<file path="src/rtl/push_debounce.sv">
// Push-button conditioner: 2-FF synchroniser, debounce FSM, and single-cycle
// press/release/step pulses, with auto-repeat steps while the button is held.
module push_debounce #(
    parameter int DEBOUNCE_CYC   = 1_000_000,
    parameter int REPEAT_DLY_CYC = 25_000_000,
    parameter int REPEAT_CYC     = 5_000_000,
    parameter int CNT_W          = 25
) (
    input  logic clk,
    input  logic rst_n,
    input  logic pus,
    input  logic en_repeat,
    output logic pus_level,
    output logic pus_press,
    output logic pus_release,
    output logic pus_step
);

    localparam logic [CNT_W-1:0] DB_LAST  = CNT_W'(DEBOUNCE_CYC - 1);
    localparam logic [CNT_W-1:0] DLY_LAST = CNT_W'(REPEAT_DLY_CYC - 1);
    localparam logic [CNT_W-1:0] RC_LAST  = CNT_W'(REPEAT_CYC - 1);

    typedef enum logic [2:0] {
        IDLE     = 3'd0,
        DB_PRESS = 3'd1,
        HELD     = 3'd2,
        REPEAT   = 3'd3,
        DB_REL   = 3'd4
    } state_t;

    logic             r_s1;
    logic             r_s2;
    state_t           r_state;
    logic [CNT_W-1:0] r_cnt;
    logic             r_level;
    logic             r_press;
    logic             r_release;
    logic             r_step;

    always_ff @(posedge clk or negedge rst_n) begin
        if (!rst_n) begin
            r_s1 <= 1'b0;
            r_s2 <= 1'b0;
        end else begin
            r_s1 <= pus;
            r_s2 <= r_s1;
        end
    end

    // One shared timer; every state change clears it, so a compare hit never wraps.
    always_ff @(posedge clk or negedge rst_n) begin
        if (!rst_n) begin
            r_state   <= IDLE;
            r_cnt     <= '0;
            r_level   <= 1'b0;
            r_press   <= 1'b0;
            r_release <= 1'b0;
            r_step    <= 1'b0;
        end else begin
            r_press   <= 1'b0;
            r_release <= 1'b0;
            r_step    <= 1'b0;
            case (r_state)
                IDLE: begin
                    r_level <= 1'b0;
                    if (r_s2) begin
                        r_state <= DB_PRESS;
                        r_cnt   <= '0;
                    end
                end
                DB_PRESS: begin
                    if (!r_s2) begin
                        r_state <= IDLE;
                        r_cnt   <= '0;
                    end else if (r_cnt == DB_LAST) begin
                        r_state <= HELD;
                        r_cnt   <= '0;
                        r_press <= 1'b1;
                        r_step  <= 1'b1;
                        r_level <= 1'b1;
                    end else begin
                        r_cnt <= r_cnt + CNT_W'(1);
                    end
                end
                HELD: begin
                    if (!r_s2) begin
                        r_state <= DB_REL;
                        r_cnt   <= '0;
                    end else if (!en_repeat) begin
                        r_cnt <= '0;
                    end else if (r_cnt == DLY_LAST) begin
                        r_state <= REPEAT;
                        r_cnt   <= '0;
                        r_step  <= 1'b1;
                    end else begin
                        r_cnt <= r_cnt + CNT_W'(1);
                    end
                end
                REPEAT: begin
                    if (!r_s2) begin
                        r_state <= DB_REL;
                        r_cnt   <= '0;
                    end else if (!en_repeat) begin
                        r_state <= HELD;
                        r_cnt   <= '0;
                    end else if (r_cnt == RC_LAST) begin
                        r_cnt  <= '0;
                        r_step <= 1'b1;
                    end else begin
                        r_cnt <= r_cnt + CNT_W'(1);
                    end
                end
                DB_REL: begin
                    // A bounce back high returns to HELD, which restarts the repeat delay.
                    if (r_s2) begin
                        r_state <= HELD;
                        r_cnt   <= '0;
                    end else if (r_cnt == DB_LAST) begin
                        r_state   <= IDLE;
                        r_cnt     <= '0;
                        r_release <= 1'b1;
                        r_level   <= 1'b0;
                    end else begin
                        r_cnt <= r_cnt + CNT_W'(1);
                    end
                end
                default: begin
                    r_state <= IDLE;
                    r_cnt   <= '0;
                end
            endcase
        end
    end

    assign pus_level   = r_level;
    assign pus_press   = r_press;
    assign pus_release = r_release;
    assign pus_step    = r_step;

endmodule

</file>
<file path="config.mk">
export PLATFORM = sky130hd
export DESIGN_NAME = push_debounce
export DESIGN_NICKNAME = d
export VERILOG_FILES = /design/src/rtl/push_debounce.sv
export SDC_FILE = /design/constraint.sdc
export NUM_CORES = 1
export LEC_CHECK = 0
export ABC_CLOCK_PERIOD_IN_PS = 4600
export CELL_PAD_IN_SITES_DETAIL_PLACEMENT = 2
export CELL_PAD_IN_SITES_GLOBAL_PLACEMENT = 2
export CORE_MARGIN = 2
export CORE_UTILIZATION = 41
export DETAILED_ROUTE_END_ITERATION = 16
export MAX_ROUTING_LAYER = met4
export PLACE_DENSITY_LB_ADDON = 0.15
export SLEW_MARGIN = 15
export SYNTH_ARGS = -nofsm -noshare
export SYNTH_HDL_FRONTEND = slang
export SYNTH_SLANG_ARGS = --single-unit
</file>
<file path="constraint.sdc">
create_clock -name clk -period 4.6 [get_ports clk]
set_input_delay 0.46 -clock clk [delete_from_list [all_inputs] [get_ports clk]]
set_output_delay 0.46 -clock clk [all_outputs]
set_load 0.005 [all_outputs]
</file>
==> impl_metrics.env, run 1 <==
export IMPL_io_pins=8
export IMPL_clk_pin_slew_ps=80
export IMPL_wl_per_cell_um=20.52
export IMPL_hold_viol_final=0
export IMPL_ff2ff_setup_slack_ps=1660
export IMPL_detail_route_antenna_nets=0
export IMPL_place_congestion=0.8193
export IMPL_grt_overflow_total=0
export IMPL_ys_seq_area_frac=0.4331
export IMPL_clkSinkCount=34
export IMPL_cts_root_buf="clkbuf_8"
export IMPL_layout_drive_gt1_share=0.1050
export IMPL_die_w_um=73.22
export IMPL_synth_top_family_by_area="simple AND/OR/NAND/NOR gates"
export IMPL_async_flop_share=1.000
export IMPL_cp_cell_sequence="ha_1 > or3b_1 > nor4_1 > o21ai_2 > a2bb2oi_4 > and2_2 > o21ai_0"
export IMPL_status="completed"
export IMPL_critPathKind="register to register"
export IMPL_fmax_mhz=339.7
export IMPL_worstMarginPinSlew_ps=1041
export IMPL_grt_use_total=0.2373
export IMPL_rsz0062_at_grt="false"
export IMPL_core_area_mm2=0.004661
export IMPL_die_h_um=73.22
export IMPL_power_leakage_uw=0.0008882
export IMPL_cts_resized=0
export IMPL_clk_path_buf_depth=2
export IMPL_cp_max_fo=25
export IMPL_netlist_instances=212
export IMPL_htreeDepth=2
export IMPL_synth_edf_count=0
export IMPL_n_antenna_cell=0
export IMPL_power_density_mw_per_mm2=287.3
export IMPL_postCtsHoldBufs=0
export IMPL_start_util=0.4215
export IMPL_cpMaxStageDelayCell="nor4_1"
export IMPL_syn_area_mm2=0.001964
export IMPL_synth_compound_area_frac=0.1408
export IMPL_grt_max_degree=35
export IMPL_final_design_area_no_fill_mm2=0.002170
export IMPL_rows=25
export IMPL_area_delta_synth_final_pct=10.45
export IMPL_synth_fa_ha_area_frac=0.01274
export IMPL_setup_viol=0
export IMPL_worstSkewPairLatency_ps=300
export IMPL_cp_required_ps=4770
export IMPL_synth_xor_area_frac=0.05350
export IMPL_max_slew_margin=0.2997
export IMPL_dp_final_hpwl_um=4002
export IMPL_synth_fp_nets=218
export IMPL_cp_start_kind="register"
export IMPL_io_buffers=7
export IMPL_synth_seq_cells=34
export IMPL_cpPeakStageDelay_ps=550
export IMPL_fin_nets=224
export IMPL_cp_end_kind="register"
export IMPL_vias=1701
export IMPL_nFillCells=521
export IMPL_wirelength_um=5602
export IMPL_grt_antenna_before_repair=0
export IMPL_cts_tree="built"
export IMPL_post_cts_repair_setup_buffers=0
export IMPL_netlist_cell_type_count=51
export IMPL_drtPass1Iterations=4
export IMPL_tns_ps=0
export IMPL_routed_via_density=6.231
export IMPL_drt_iter0_markers=58
export IMPL_cp_arrival_ps=3110
export IMPL_synth_ff_type="dfrtp_1"
export IMPL_drv_cap=0
export IMPL_period_share=0.6399
export IMPL_slew_violations=0
export IMPL_postSynthAreaPerCell_um2=9.266
export IMPL_synthSimpleGateAreaFrac=0.3153
export IMPL_post_route_min_period_ps=2943
export IMPL_skew_ps=7.044
export IMPL_final_cell_mix="34 x dfrtp_1, 22 x nor2_1, 18 x o21ai_0, 16 x nand2_1, 12 x nand3_1"
export IMPL_peakVddDrop_mv=0.1598
export IMPL_cts_buffers=5
export IMPL_grt_first_pass_wirelength_um=9273
export IMPL_dieArea_mm2=0.005361
export IMPL_route_detailed_drc=0
export IMPL_grt_pass1_vias=1915
export IMPL_placedInstanceArea_mm2=0.002056
export IMPL_hold_path_class="register to register"
export IMPL_final_common_cell="dfrtp_1"
export IMPL_synthMuxAreaShare=0
export IMPL_yosysWarnings=0
[sequential cells by signal (all words and copies together) (netlist names)]
name         cells
r_cnt           25
pus_press        1
r_s2             1
r_state          3
pus_release      1
pus_level        1
pus_step         1
r_s1             1
[area by class of cell]
cell class,instances,area [µm²],share of cell area
multi-input combinational,161,1026,0.4729
sequential,34,850.8,0.3922
timing repair buffer,9,85.08,0.03922
clock buffer,5,68.82,0.03172
tap,54,67.56,0.03114
clock inverter,3,45.04,0.02076
inverter,7,26.28,0.01211
[critical path, delay by kind of cell, from the launching register on]
family,cells,cell delay [ps]
compound gates,3,820
fa+ha+maj,1,210
flops,1,420
simple gates,3,1350
[kinds of logic after synthesis]
logic type / Yosys count
AND/OR/NAND/NOR: 107
AO/OA/AOI/OAI: 40
XOR/XNOR: 12
adder cells (fa/ha/maj): 2
flip-flops: 34
buffers and inverters: 17
[cell usage after synthesis, types with 5 or more instances]
cell,number,area [µm²]
nor4_1,7,43.79
nor3_1,9,45.04
xnor2_1,6,52.55
nand4_1,8,50.05
dfrtp_1,34,850.8
nor2_1,22,82.58
inv_1,7,26.28
nor3b_1,5,37.54
o21ai_0,18,90.09
xor2_1,6,52.55
a21o_1,5,37.54
nand3_1,12,60.06
nand2_1,16,60.06
[power by group]
part | internal (µW) | switching [µW] | total [µW]
combinational | 10.0 | 21.5 | 31.6
clock | 161 | 124 | 285
sequential | 301 | 5.27 | 307
total | 473 | 151 | 623
[per-layer routing]
layer,up-vias,GRT usage,share of wire
met5,-,-,0
met4,0,0.1235,0.039
met3,22,0.04420,0.020
met2,31,0.4054,0.52
met1,871,0.2608,0.42
li1,777,-,-
[through the flow]
| stage | util | std cells | hold slack (ps) | total power (µW) | setup WS [ps] |
|---|---|---|---|---|---|
| after CTS | 0.4655 | 273 | 366.8 | 632.1 | 1650 |
| after global routing | 0.4655 | 273 | 379.0 | 645.5 | 1469 |
| final | 0.4655 | 273 | 365.0 | 623.4 | 1657 |
| after global placement | 0.4411 | 265 | 344.9 | 342.4 | 1935 |
| after detailed placement | 0.4411 | 265 | 348.0 | 345.4 | 1733 |
| after floorplan | - | 212 | 164.4 | 330.9 | 2371 |
[worst paths after layout]
path	to	cells after the start	startpoint
worst max register to register	r_cnt[22]$_DFFE_PN0N_	7	r_cnt[0]$_DFFE_PN0N_
worst max-delay path	r_cnt[22]$_DFFE_PN0N_	7	r_cnt[0]$_DFFE_PN0N_
max in group asynchronous	r_cnt[17]$_DFFE_PN0N_	2	rst_n
worst min-delay path	r_s2$_DFF_PN0_	0	r_s1$_DFF_PN0_
min in group asynchronous	r_state[2]$_DFFE_PN0P_	2	rst_n
worst min register to register	r_s2$_DFF_PN0_	0	r_s1$_DFF_PN0_
(Power assumes the default switching activity.)
==> inputs of run 2 (changes only) <==
ABC_CLOCK_PERIOD_IN_PS = 2500   (was 4600)
CORE_UTILIZATION = 34   (was 41)
clock period = 2.5 ns   (was 4.6 ns; I/O delays follow)
==> run 2 against run 1 <==
Compared with the run above: clock power rose by 34%; first-iteration DRC count rose by 17%; routed wire length rose by 5.1%; critical path type unchanged.
==> impl_metrics.env, run 2 (synthesis gave the netlist of run 1 again) <==
export IMPL_dieArea_mm2=0.006402
export IMPL_fin_nets=232
export IMPL_detail_route_antenna_nets=0
export IMPL_finish_utilization=0.4033
export IMPL_clk_path_buf_depth=2
export IMPL_worstRegToRegCells=8
export IMPL_worstMarginPinSlew_ps=510.2
export IMPL_power_density_mw_per_mm2=455.2
export IMPL_grt_first_pass_wirelength_um=9673
export IMPL_final_common_cell="dfrtp_1"
export IMPL_placedInstanceArea_mm2=0.002151
export IMPL_cp_start_kind="register"
export IMPL_skew_ps=3.406
export IMPL_grt_pass1_vias=1891
export IMPL_layout_setup_ws_ps=106.9
export IMPL_period_share=0.9572
export IMPL_pwr_share_seq=0.553
export IMPL_grt_use_total=0.2063
export IMPL_critPathKind="register to register"
export IMPL_layout_drive_gt1_share=0.1283
export IMPL_rows=27
export IMPL_final_design_area_no_fill_mm2=0.002235
export IMPL_clkSinkCount=34
export IMPL_worstSkewPairLatency_ps=280
export IMPL_post_cts_repair_setup_buffers=0
export IMPL_min_path_cells=0
export IMPL_tns_ps=0
export IMPL_regMostFlops="r_cnt"
export IMPL_cp_arrival_ps=2570
export IMPL_die_w_um=80.01
export IMPL_cp_end_kind="register"
export IMPL_start_util=0.3546
export IMPL_cp_max_fo=24
export IMPL_rsz0062_at_grt="false"
export IMPL_clockPowerShare=0.376
export IMPL_peakVddDrop_mv=0.2371
export IMPL_die_h_um=80.01
export IMPL_post_route_min_period_ps=2393
export IMPL_power_leakage_uw=0.0009247
export IMPL_area_delta_synth_final_pct=13.76
export IMPL_routed_via_density=5.768
export IMPL_reg_largest_list="r_cnt: 25 flops, r_state: 3 flops"
export IMPL_drt_iter0_markers=68
export IMPL_grt_antenna_before_repair=0
export IMPL_cts_tree="built"
export IMPL_net_switching_power_uw=244.8
export IMPL_grt_max_degree=35
export IMPL_cts_root_buf="clkbuf_8"
export IMPL_io_pins=8
export IMPL_dp_final_hpwl_um=4243
export IMPL_htreeDepth=2
export IMPL_slew_violations=0
export IMPL_nFillCells=627
export IMPL_postCtsHoldBufs=0
export IMPL_largest_reg_flops=25
export IMPL_drv_cap=0
export IMPL_wl_per_cell_um=19.75
export IMPL_cp_required_ps=2680
export IMPL_hold_path_class="register to register"
export IMPL_fmax_mhz=417.9
export IMPL_io_buffers=7
export IMPL_place_congestion=0.7417
export IMPL_route_detailed_drc=0
export IMPL_wirelength_um=5885
export IMPL_core_area_mm2=0.005540
export IMPL_vias=1719
export IMPL_clk_pin_slew_ps=70
export IMPL_grt_overflow_total=0
export IMPL_drtPass1Iterations=4
export IMPL_place_ws_ps=86.94
export IMPL_combPwrFrac=0.070
export IMPL_n_antenna_cell=0
export IMPL_switching_share=0.2407
export IMPL_cts_buffers=5
export IMPL_max_slew_margin=0.6567
export IMPL_status="completed"
export IMPL_hold_viol_final=0
export IMPL_final_cell_mix="34 x dfrtp_1, 22 x nor2_1, 18 x o21ai_0, 16 x nand2_1, 12 x nand3_1"
export IMPL_internal_power_uw=772.4
export IMPL_setup_viol=0
[run 2: cell types whose count changed in the layout (fill, tap and decap cells not counted), sizes merged]
cell      delta
buf          +8
bufinv       -1
clkbuf       +2
clkinvlp     -2
[run 2: worst max-delay path, cell delays in order, from the launching register on]
cell and delay, ps:
dfrtp_1 370, ha_1 200, or3b_1 410, or3_4 420, nor2_4 150, a2bb2oi_4 200, buf_12 180, o21ai_0 110
a21o_2 240
[run 2: power groups by stage]
| stage | clock [µW] | combinational (µW) | sequential, µW |
|---|---|---|---|
| floorplan | 0 | 39.4 | 570 |
| global placement | 0 | 66.5 | 572 |
| detailed placement | 0 | 72.2 | 573 |
| CTS | 395 | 73.8 | 563 |
| global route | 420 | 80.0 | 563 |
| finish | 383 | 71.6 | 563 |
[run 2: layer usage]
layer  part of all wire  track usage  up-vias
met5                  0            -        -
met4              0.020      0.07288        0
met3              0.026      0.03620       14
met2               0.55       0.3858       29
met1               0.41       0.2161      882
li1                   -            -      794
[run 2: metrics by stage]
stage | total power [µW] | hold slack, ps | std cells
global placement | 639.0 | 332.0 | 291
global route | 1064 | 366.8 | 298
finish | 1017 | 356.9 | 298
detailed placement | 645.5 | 349.1 | 291
CTS | 1032 | 363.5 | 298
floorplan | 608.9 | -45.59 | 212
[run 2: path summary, 6_finish.rpt]
path	startpoint	to	slack (ps)
setup / recovery	r_cnt[1]$_DFFE_PN0N_	r_cnt[7]$_DFFE_PN0N_	110
hold / removal	r_s1$_DFF_PN0_	r_s2$_DFF_PN0_	360
setup reg to reg	r_cnt[1]$_DFFE_PN0N_	r_cnt[7]$_DFFE_PN0N_	110
hold reg to reg	r_s1$_DFF_PN0_	r_s2$_DFF_PN0_	360
max in group asynchronous	rst_n	pus_step$_DFF_PN0_	1770
min in group asynchronous	rst_n	pus_release$_DFF_PN0_	400
[run 2: final cells by class]
cell class              instances  area (µm²)  share of cell area
multi-input cells             161        1033              0.4625
flip-flops and latches         34       850.8              0.3807
repair buffers                 17       157.7             0.07055
well taps                      72       90.09             0.04031
clock buffers                   7       76.32             0.03415
inverters                       7       26.28             0.01176
[run 2: repair_timing]
action                                  in CTS  in global routing
pin swaps                                    0                  2
gates cloned                                 0                  0
endpoints found under the setup margin       1                 12
gates resized for setup                      1                  1
endpoints found under the hold margin        0                  0
==> inputs of run 3 (changes only) <==
CORE_MARGIN = unset   (was 2)
==> run 3 against run 2 <==
Compared with the run above: routed wire length fell by 4.1%; global-route usage is 0.52 points higher; register-to-register slack is essentially flat; combinational power about the same; via count fell by 1.4%; total power increased by 1.3%; clock skew up 1.7 ps; worst setup slack worse by 2.2 ps; core utilization rose by 0.16 points; final cell count did not move; critical endpoint unchanged; largest cell class unchanged.
==> impl_metrics.env, run 3 (synthesis gave the netlist of run 1 again) <==
export IMPL_status="completed"
export IMPL_core_area_mm2=0.005540
export IMPL_die_h_um=78.01
export IMPL_drt_iter0_markers=35
export IMPL_timing_rr_start="r_cnt[1]$_DFFE_PN0N_"
export IMPL_start_util=0.3546
export IMPL_route_detailed_drc=0
export IMPL_max_slew_margin=0.6841
export IMPL_cts_buffers=5
export IMPL_clk_pin_slew_ps=70
export IMPL_routed_via_density=5.688
export IMPL_grt_first_pass_wirelength_um=9591
export IMPL_hold_start="r_s1$_DFF_PN0_"
export IMPL_hold_viol_final=0
export IMPL_power_leakage_uw=0.0009412
export IMPL_vias=1695
export IMPL_net_switching_power_uw=258.1
export IMPL_skew_ps=5.094
export IMPL_fin_nets=232
export IMPL_area_delta_synth_final_pct=14.20
export IMPL_cp_arrival_ps=2580
export IMPL_post_route_min_period_ps=2395
export IMPL_dieArea_mm2=0.006086
export IMPL_worstMarginPinSlew_ps=469.5
export IMPL_worstHoldEndpoint="r_s2$_DFF_PN0_"
export IMPL_wl_per_cell_um=18.94
export IMPL_worstSkewPairLatency_ps=290
export IMPL_nFillCells=632
export IMPL_rows=27
export IMPL_timing_rr_end="r_cnt[7]$_DFFE_PN0N_"
export IMPL_clkSinkCount=34
export IMPL_grt_max_degree=35
export IMPL_critPathKind="register to register"
export IMPL_hold_path_class="register to register"
export IMPL_final_common_cell="dfrtp_1"
export IMPL_dp_final_hpwl_um=4171
export IMPL_cp_start_kind="register"
export IMPL_clk_path_buf_depth=2
export IMPL_critPathLaunch="r_cnt[1]$_DFFE_PN0N_"
export IMPL_pwr_share_seq=0.546
export IMPL_cts_tree="built"
export IMPL_drv_cap=0
export IMPL_cp_required_ps=2680
export IMPL_post_cts_repair_setup_buffers=0
export IMPL_detail_route_antenna_nets=0
export IMPL_clockPowerShare=0.385
export IMPL_cp_end_kind="register"
export IMPL_switching_share=0.2504
export IMPL_regMostFlops="r_cnt"
export IMPL_grt_use_total=0.2115
export IMPL_total_power_uw=1031
export IMPL_cp_max_fo=24
export IMPL_min_path_cells=0
export IMPL_fmax_mhz=417.5
export IMPL_wirelength_um=5643
export IMPL_dp_cells=291
export IMPL_power_density_mw_per_mm2=459.5
export IMPL_ff2ff_setup_slack_ps=100
export IMPL_setup_viol=0
export IMPL_htreeDepth=2
export IMPL_place_congestion=0.7944
export IMPL_peakVddDrop_mv=0.2099
export IMPL_final_cell_mix="34 x dfrtp_1, 22 x nor2_1, 18 x o21ai_0, 16 x nand2_1, 12 x nand3_1"
export IMPL_die_w_um=78.01
export IMPL_period_share=0.9581
export IMPL_reg_largest_list="r_cnt: 25 flops, r_state: 3 flops"
export IMPL_largest_reg_flops=25
export IMPL_combPwrFrac=0.070
export IMPL_internal_power_uw=772.7
export IMPL_fin_cells=298
export IMPL_worstRegToRegCells=8
export IMPL_slew_violations=0
export IMPL_io_pins=8
export IMPL_drtPass1Iterations=4
export IMPL_layout_drive_gt1_share=0.1283
export IMPL_grt_pass1_vias=1916
export IMPL_cts_root_buf="clkbuf_8"
export IMPL_n_antenna_cell=0
export IMPL_io_buffers=7
export IMPL_grt_overflow_total=0
export IMPL_grt_antenna_before_repair=0
export IMPL_rsz0062_at_grt="false"
-- run 3: changes by cell type in the layout (fill, tap and decap cells not counted) --
cell	before	now
nor4_2	1	0
nor4_4	0	1
-- run 3: metal layers --
| metal | track usage | wire length, µm | vias to the layer above |
|---|---|---|---|
| li1 | - | - | 797 |
| met1 | 0.2330 | 2441 | 873 |
| met2 | 0.3867 | 3011 | 16 |
| met3 | 0.03837 | 101 | 9 |
| met4 | 0.06667 | 90 | 0 |
| met5 | - | 0 | - |
-- run 3: worst max path at each step --
stage                             to  slack, ps  depth (start not counted)
2_1_floorplan   r_cnt[5]$_DFFE_PN0N_        270                          8
3_3_place_gp    r_cnt[7]$_DFFE_PN0N_         90                          9
3_5_place_dp    r_cnt[7]$_DFFE_PN0N_        -60                          9
4_1_cts         r_cnt[7]$_DFFE_PN0N_         10                          9
5_1_grt        r_cnt[17]$_DFFE_PN0N_       0.02                          8
6_report        r_cnt[7]$_DFFE_PN0N_        100                          8
-- run 3: area by class of cell --
cell class / count / area [µm²] / area share
Tap cell: 72 / 90.09 / 0.04016
Sequential cell: 34 / 850.8 / 0.3793
Clock buffer: 7 / 76.32 / 0.03402
Timing Repair Buffer: 17 / 157.7 / 0.07027
Multi-Input combinational cell: 161 / 1042 / 0.4646
Inverter: 7 / 26.28 / 0.01171
-- run 3: worst max-delay path: stages (launching register included) --
cell,delay [ps]
dfrtp_1,360
ha_1,190
or3b_1,430
or3_4,420
nor2_4,170
a2bb2oi_4,190
buf_12,180
o21ai_0,110
a21o_2,230
-- run 3: stage by stage --
| step | worst slack, ps | util | cell area [µm²] | TNS (ps) | hold WS [ps] |
|---|---|---|---|---|---|
| finish | 104.7 | 0.4049 | 2243 | 0 | 360.7 |
| global route | 0.01976 | 0.4049 | 2243 | 0 | 366.8 |
| CTS | 13.84 | 0.4009 | 2221 | 0 | 366.8 |
| detailed placement | -58.04 | 0.3860 | 2138 | -266.5 | 351.6 |
| global placement | 87.85 | 0.3860 | 2138 | 0 | 334.2 |
| floorplan | 271.5 | - | 1964 | 0 | -45.59 |
-- run 3: power by group through the flow --
stage	clock [µW]	combinational, µW	sequential [µW]
final	396	71.9	562
after global placement	0	64.7	572
after floorplan	0	39.4	570
after global routing	426	80.6	563
after detailed placement	0	70.6	573
after CTS	410	71.0	562
-- run 3: repair_timing --
| item | in CTS | in global routing |
|---|---|---|
| cloned | 0 | 0 |
| resized for setup | 1 | 5 |
| setup endpoints to repair | 9 | 10 |
| hold buffers | 0 | 0 |
